**src/rtl/alu_pkg.sv**
```systemverilog
// ============================================================================
// Module : alu_pkg
// Brief  : Shared ALU opcodes, arbiter FSM states and default widths.
// Rev    : 1.0  initial release
// ============================================================================
`default_nettype none

package alu_pkg;

  localparam int WIDTH   = 4;
  localparam int OPW     = 4;
  localparam int FLAGW   = 5;
  localparam int CNTW    = 8;
  localparam int OP_LAST = 9;

  typedef enum logic [3:0] {
    ADD = 4'd0,
    SUB = 4'd1,
    MUL = 4'd2,
    DIV = 4'd3,
    MOD = 4'd4,
    AND = 4'd5,
    OR  = 4'd6,
    NOR = 4'd7,
    SHL = 4'd8,
    SHR = 4'd9
  } alu_op_e;

  typedef enum logic [1:0] {
    IDLE = 2'd0,
    EXEC = 2'd1,
    RESP = 2'd2
  } arb_state_e;

endpackage

`default_nettype wire

```
**src/rtl/alu_req_arbiter_rr_arbiter2.sv**
```systemverilog
// ============================================================================
// Module : rr_arbiter2
// Brief  : Two-way round-robin grant; the non-last requester wins a tie.
// Rev    : 1.0  initial release
// ============================================================================
`default_nettype none

module rr_arbiter2 (
  input  logic [1:0] valid,
  input  logic       last_grant,
  output logic       grant,
  output logic       grant_valid
);

  assign grant_valid = |valid;
  assign grant       = (valid == 2'b11) ? ~last_grant : valid[1];

endmodule

`default_nettype wire

```
**src/rtl/alu_req_arbiter.sv**
```systemverilog
// ============================================================================
// Module : alu_req_arbiter
// Brief  : Shares one combinational ALU between two requesters, one op in
//          flight, registered issue and registered result/flags response.
// Rev    : 1.0  initial release
// ============================================================================
`default_nettype none

module alu_req_arbiter
  import alu_pkg::*;
#(
  parameter int WIDTH = alu_pkg::WIDTH,
  parameter int OPW   = alu_pkg::OPW,
  parameter int FLAGW = alu_pkg::FLAGW,
  parameter int CNTW  = alu_pkg::CNTW
) (
  input  logic             clk,
  input  logic             rst,
  input  logic             req0_valid,
  output logic             req0_ready,
  input  logic [WIDTH-1:0] req0_a,
  input  logic [WIDTH-1:0] req0_b,
  input  logic [OPW-1:0]   req0_op,
  input  logic             req1_valid,
  output logic             req1_ready,
  input  logic [WIDTH-1:0] req1_a,
  input  logic [WIDTH-1:0] req1_b,
  input  logic [OPW-1:0]   req1_op,
  output logic             rsp0_valid,
  input  logic             rsp0_ready,
  output logic             rsp1_valid,
  input  logic             rsp1_ready,
  output logic [WIDTH-1:0] rsp_q,
  output logic [FLAGW-1:0] rsp_flags,
  output logic             rsp_err,
  output logic [WIDTH-1:0] alu_a,
  output logic [WIDTH-1:0] alu_b,
  output logic [OPW-1:0]   alu_s,
  input  logic [WIDTH-1:0] alu_q,
  input  logic [FLAGW-1:0] alu_f,
  output logic [CNTW-1:0]  op_count
);

  arb_state_e       r_state;
  logic             r_owner;
  logic             r_last_grant;
  logic [WIDTH-1:0] r_a;
  logic [WIDTH-1:0] r_b;
  logic [OPW-1:0]   r_op;
  logic [WIDTH-1:0] r_q;
  logic [FLAGW-1:0] r_flags;
  logic             r_err;
  logic [CNTW-1:0]  r_op_count;

  logic             w_grant;
  logic             w_grant_valid;
  logic             w_accept;
  logic             w_rsp_ready;
  logic             w_op_illegal;

  rr_arbiter2 u_rr_arbiter2 (
    .valid       ({req1_valid, req0_valid}),
    .last_grant  (r_last_grant),
    .grant       (w_grant),
    .grant_valid (w_grant_valid)
  );

  // Ready is gated by rst so every output reads 0 while reset is held.
  assign w_accept     = !rst && (r_state == IDLE) && w_grant_valid;
  assign req0_ready   = w_accept && !w_grant;
  assign req1_ready   = w_accept &&  w_grant;

  assign w_rsp_ready  = r_owner ? rsp1_ready : rsp0_ready;
  assign w_op_illegal = (r_op > OPW'(OP_LAST));

  assign rsp0_valid   = (r_state == RESP) && !r_owner;
  assign rsp1_valid   = (r_state == RESP) &&  r_owner;
  assign rsp_q        = r_q;
  assign rsp_flags    = r_flags;
  assign rsp_err      = r_err;
  assign alu_a        = r_a;
  assign alu_b        = r_b;
  assign alu_s        = r_op;
  assign op_count     = r_op_count;

  always_ff @(posedge clk or posedge rst) begin
    if (rst) begin
      r_state      <= IDLE;
      r_owner      <= 1'b0;
      r_last_grant <= 1'b1;
      r_a          <= '0;
      r_b          <= '0;
      r_op         <= '0;
      r_q          <= '0;
      r_flags      <= '0;
      r_err        <= 1'b0;
      r_op_count   <= '0;
    end else begin
      case (r_state)
        IDLE: begin
          if (w_accept) begin
            r_owner <= w_grant;
            r_a     <= w_grant ? req1_a  : req0_a;
            r_b     <= w_grant ? req1_b  : req0_b;
            r_op    <= w_grant ? req1_op : req0_op;
            r_state <= EXEC;
          end
        end
        EXEC: begin
          // Illegal selectors return a clean zero result instead of ALU output.
          if (w_op_illegal) begin
            r_q     <= '0;
            r_flags <= '0;
            r_err   <= 1'b1;
          end else begin
            r_q     <= alu_q;
            r_flags <= alu_f;
            r_err   <= 1'b0;
          end
          r_state <= RESP;
        end
        RESP: begin
          if (w_rsp_ready) begin
            r_last_grant <= r_owner;
            r_op_count   <= r_op_count + CNTW'(1);
            r_state      <= IDLE;
          end
        end
        default: r_state <= IDLE;
      endcase
    end
  end

endmodule

`default_nettype wire
```
**config.mk**
```make
export PLATFORM = sky130hd
export DESIGN_NAME = alu_req_arbiter
export DESIGN_NICKNAME = d
export VERILOG_FILES = /design/src/rtl/alu_pkg.sv /design/src/rtl/alu_req_arbiter_rr_arbiter2.sv /design/src/rtl/alu_req_arbiter.sv
export SDC_FILE = /design/constraint.sdc
export NUM_CORES = 1
export LEC_CHECK = 0
export BUFFER_PORTS_ARGS = -buffer_cell sky130_fd_sc_hd__buf_2
export CAP_MARGIN = 25
export CORE_UTILIZATION = 40
export CTS_CLUSTER_DIAMETER = 80
export DETAILED_ROUTE_END_ITERATION = 6
export GPL_ROUTABILITY_DRIVEN = 0
export PLACE_DENSITY = 0.75
export SLEW_MARGIN = 5
export SYNTH_ARGS = -nofsm -noshare
export SYNTH_HDL_FRONTEND = slang
export SYNTH_SLANG_ARGS = --single-unit
```
**constraint.sdc**
```tcl
create_clock -name clk -period 1.6 [get_ports clk]
set_input_delay 0.08 -clock clk [delete_from_list [all_inputs] [get_ports clk]]
set_output_delay 0.08 -clock clk [all_outputs]
set_load 0.005 [all_outputs]
```
**Word level (Yosys, flattened, before mapping)**

Cells that the tools add are included.

- Bits in writable memories: 0
- Flip-flop bits (word level): 34
- Latch bits: 0
- Memories kept: 0
- Memory bits (read-only): 0
- Output and inout bits: 34

- Divide/modulo/power cells: 0
- $lt $le $gt $ge: 1
- Equality and inequality tests: 5
- $add $sub $neg: 1
- Bitwise operators: 1
- Reductions and logical operators: 14
- Multiplexer cells: 11
- Shift-type cells: 0
- $mul: 0

Operator list:

| operator | count |
|---|---|
| 4-bit two-way mux | 4 |
| 8-bit by 1-bit adder with 8-bit output (second input constant) | 1 |
| 1-bit logical AND | 6 |
| 2-bit case mux with 3 select lines | 1 |
| 2-bit AND reduction | 3 |
| 5-bit two-way mux | 1 |
| 2-bit equality test (second input constant) | 2 |
| 4-bit greater-than comparator (second input constant) | 1 |
| 2-bit two-way mux | 2 |
| 2-bit inequality test (second input constant) | 2 |
| 1-bit logical NOT | 3 |
| 1-bit two-way mux | 3 |
| 2-bit by 1-bit equality test with 1-bit output (second input constant) | 1 |
| 2-bit logical NOT | 1 |
| 2-bit OR reduction | 1 |
| 1-bit inverter | 1 |

**Depth between registers and ports, before layout**

- Depth in word-level cells: 5
- Mapped depth: 4

**By module**

A second synthesis with hierarchy kept.

- Cells, all modules: 126
- Area, all modules: 1488.9 um2

By module, submodules not included:

| module | seq. area each (um2) | cells each | instances | area each (um2) |
|---|---|---|---|---|
| alu_req_arbiter | 852.1 | 124 | 1 | 1475.2 |
| rr_arbiter2 | 0.0 | 2 | 1 | 13.8 |

**Worst setup path before layout**

Ideal clock, no wire load.

- Path kind: register to register
- Start: reg r_last_grant
- End: reg r_a[0], in the netlist alu_a[0]
- Clock period less this slack: 1.347 ns
- Data required time: 1.472 ns
- Stages on the path, launching flop included: 5
- Path slack: 0.253 ns
- Data arrival time: 1.219 ns
- Library setup time: 0.128 ns
- Cell sequence: dfstp_2 -> and2b_1 -> buf_2 -> o32ai_1 -> a2bb2oi_2

- Word-level cells in the longest chain between the ends: 3

RTL lines:

| item | line | source |
|---|---|---|
| from (decl) | alu_req_arbiter.sv:46 | `logic r_last_grant;` |
| from (signal assigned) | alu_req_arbiter.sv:124 | `r_last_grant <= r_owner;` |
| 1-bit inverter | alu_req_arbiter_rr_arbiter2.sv:16 | `assign grant = (valid == 2'b11) ? ~last_grant : valid[1];` |
| 1-bit two-way mux | alu_req_arbiter_rr_arbiter2.sv:16 |  |
| 4-bit two-way mux | alu_req_arbiter.sv:103 | `r_a <= w_grant ? req1_a : req0_a;` |
| to (signal assigned) | alu_req_arbiter.sv:103 |  |
| to (decl) | alu_req_arbiter.sv:47 | `logic [WIDTH-1:0] r_a;` |

No other way between the ends.
A chain may end at the register's enable or synchronous reset.

**Worst setup path in the final report**

- Start: reg r_last_grant
- End: out req0_ready

- Word-level cells in the longest chain between the ends: 4

RTL lines:

| item | line | source |
|---|---|---|
| 1-bit inverter | alu_req_arbiter_rr_arbiter2.sv:16 |  |
| 1-bit two-way mux | alu_req_arbiter_rr_arbiter2.sv:16 |  |
| 1-bit logical NOT | alu_req_arbiter.sv:70 | `assign req0_ready = w_accept && !w_grant;` |
| 1-bit logical AND | alu_req_arbiter.sv:70 |  |
| to (decl) | alu_req_arbiter.sv:20 | `output logic req0_ready,` |

No other way between the ends.

==> impl_metrics.tcl <==
set metrics [dict create \
    crit_required_ns 1.52 \
    grt_pass1_wl_um 5770 \
    crit_start "r_last_grant" \
    worstRegToRegCells 3 \
    grt_overflow 0 \
    h-tree-depth 2 \
    numCtsBuffers 5 \
    synth_top_area_cell "dfrtp_1" \
    r2r_setup_slack_ns 0.23 \
    synth_common_cells "dfrtp_1 (33), o32ai_1 (12), a22o_1 (10), a2bb2oi_2 (9), xnor2_1 (6)" \
    setup_viol 0 \
    syn2layout_area_growth_pct 34.6 \
    outcome "finished, final reports clean" \
    start_util 0.423 \
    fin_setup_tns_ns 0 \
    regArea_um2 852 \
    synthesis.area_mm2 0.00157 \
    end_kind "primary output" \
    pre_cts_slack_ns 0.109 \
    yosys-top-cells-area "dfrtp_1 (53%), a2bb2oi_2 (8.6%), o32ai_1 (6.7%)" \
    min_period_over_period 0.935 \
    cap_violations 0 \
    grt_max_degree 17 \
    via_count 1273 \
    die_x_um 64.7 \
    vias_per_cell 5.20 \
    hold_path_startpoint "alu_f[0]" \
    routedWlPerCell_um 14.3 \
    fin_hold_ws_ns 0.0132 \
    fp-row-count 22 \
    drt_iter0_markers 25 \
    grt_pass1_vias 1249 \
    dr.pass1.iters 4 \
    fill_cells 337 \
    critical_path_class "reg -> out" \
    synthCells 117 \
    synth-seq-area-share 0.542 \
    slew_headroom 0.724 \
    multi_input_area_um2 676 \
    place_hpwl_um 2540 \
    drt-total-wl_um 3500 \
    worst_pin_slew_ns 0.413 \
    avgSynthCellArea_um2 13.4 \
    clock.fmax_mhz 668 \
    hold_viol 0 \
    p_per_area_mw_per_mm2 1690 \
    drv_slew 0 \
    period_needed_ns 1.50 \
    async_reset_ff_frac 1.00 \
    yosysTopAreaCellShare 0.525 \
    die_area_mm2 0.00418 \
    diodes 0 \
    antenna_found_initial 0 \
    nets 236 \
    synth_nets 157 \
    synth_ff_type "dfrtp_1" \
    p_leak_nw 1.01 \
    ys_seq_elements 34 \
    rsz0062_at_grt "no" \
    ys_warn_count 0 \
    port_buffers 72 \
    yosysMostFrequentCell "dfrtp_1" \
    root_buffer "clkbuf_8" \
    io_pins 73 \
    tritoncts "built" \
    arrival_ns 1.42 \
    cp-endpoint "req0_ready" \
    fin_ws_ns 0.104 \
    cts_buffer_depth 2 \
    hold_class "in -> reg" \
    yosys.cell_types.count 35 \
    cp-start-kind "flip-flop" \
    reg2reg_to "op_count[1]" \
    dieHeight_um 64.7 \
    synth_edf_count 0 \
    core_area_mm2 0.00372 \
    clk_latency_ns 0.28 \
    cp_max_fo 13 \
    clock-sinks 34 \
    grt_usage 0.186 \
    ir_drop_uv 819 \
    clk_pin_slew_ns 0.07 \
    drc 0 \
    antenna_left 0 \
    finClkSkew_ns 0.00577 \
    r2r_start "r_owner" \
    layout-drive-gt1-share 0.513 \
]
-- power by group --
group	total, mW	leakage [nW]	switching (mW)	internal, mW
clock network	0.767	0.0524	0.301	0.466
registers	1.51	0.409	0.284	1.22
logic	1.31	0.546	0.560	0.750
-- per-stage QoR --
step           instances  power, mW  area [um^2]   util
6_report             245       3.58         2120  0.569
5_1_grt              245       3.83         2120  0.569
3_5_place_dp         235       2.84         1990  0.535
2_1_floorplan        117       2.30         1570      -
4_1_cts              244       3.62         2110  0.567
3_3_place_gp         235       2.81         1990  0.535
-- layout make-up --
cell class / instances / share of cell area
multi-input cells: 74 / 0.319
clock buffers: 7 / 0.0361
flip-flops and latches: 34 / 0.403
clock inverters: 1 / 0.0142
inverters: 3 / 0.00532
repair buffers: 78 / 0.194
well taps: 48 / 0.0284
-- sequential cells by signal, summed over array words and instances (netlist names) --
signal,count
alu_a,4
alu_b,4
alu_s,4
op_count,8
r_last_grant,1
r_owner,1
r_state,2
rsp_err,1
rsp_flags,5
rsp_q,4
-- cells in the final DEF, fill, tap and decap left out, types with 2 or more instances in the layout --
cell,n
a22o_1,10
nand4_1,3
o32ai_1,12
clkbuf_8,5
buf_2,72
nand3_1,4
clkbuf_1,2
nor2_1,2
a21oi_1,2
inv_1,3
a2bb2oi_2,9
xnor2_1,6
buf_4,4
dlygate4sd3_1,2
and3_1,2
and4_1,2
a2bb2oi_1,3
nand2b_1,2
dfrtp_1,33
-- worst max-delay path, cell delays in order, from the launching register on --
cell and delay, ns:
dfstp_2 0.54, and2b_4 0.24, nor3b_2 0.20, buf_2 0.14
-- worst min-delay path by stage --
stage	end	slack [ns]	cells past startpoint
floorplan	req1_ready	0.19	1
global placement	r_state[1]	0.14	2
detailed placement	r_state[1]	0.13	2
CTS	rsp_flags[0]	0.004	2
global route	rsp_flags[1]	0.008	2
finish	rsp_flags[0]	0.01	2
-- kinds of logic after synthesis --
kind of cell    after synthesis  synth area share
flops                        34             0.542
fa+ha+maj                     1           0.00796
buf+inv                       9            0.0295
xor+xnor                      7            0.0390
compound gates               40             0.256
mux                           2            0.0167
simple gates                 24             0.109
-- metal layers --
layer  routed length (um)  GRT usage  up-vias
li1                     -          -      617
met1                 1590      0.223      597
met2                 1620      0.297       55
met3                  259     0.0827        4
met4                   28     0.0611        0
met5                    0          0        -
-- repair_timing --
action | CTS | global route
endpoints found under the hold margin | 8 | 1
gates resized for setup | 2 | 0
setup buffers | 0 | 0
setup endpoints to repair | 1 | 0
hold buffers | 1 | 1
Note: power is estimated with default switching activity, not from simulation.
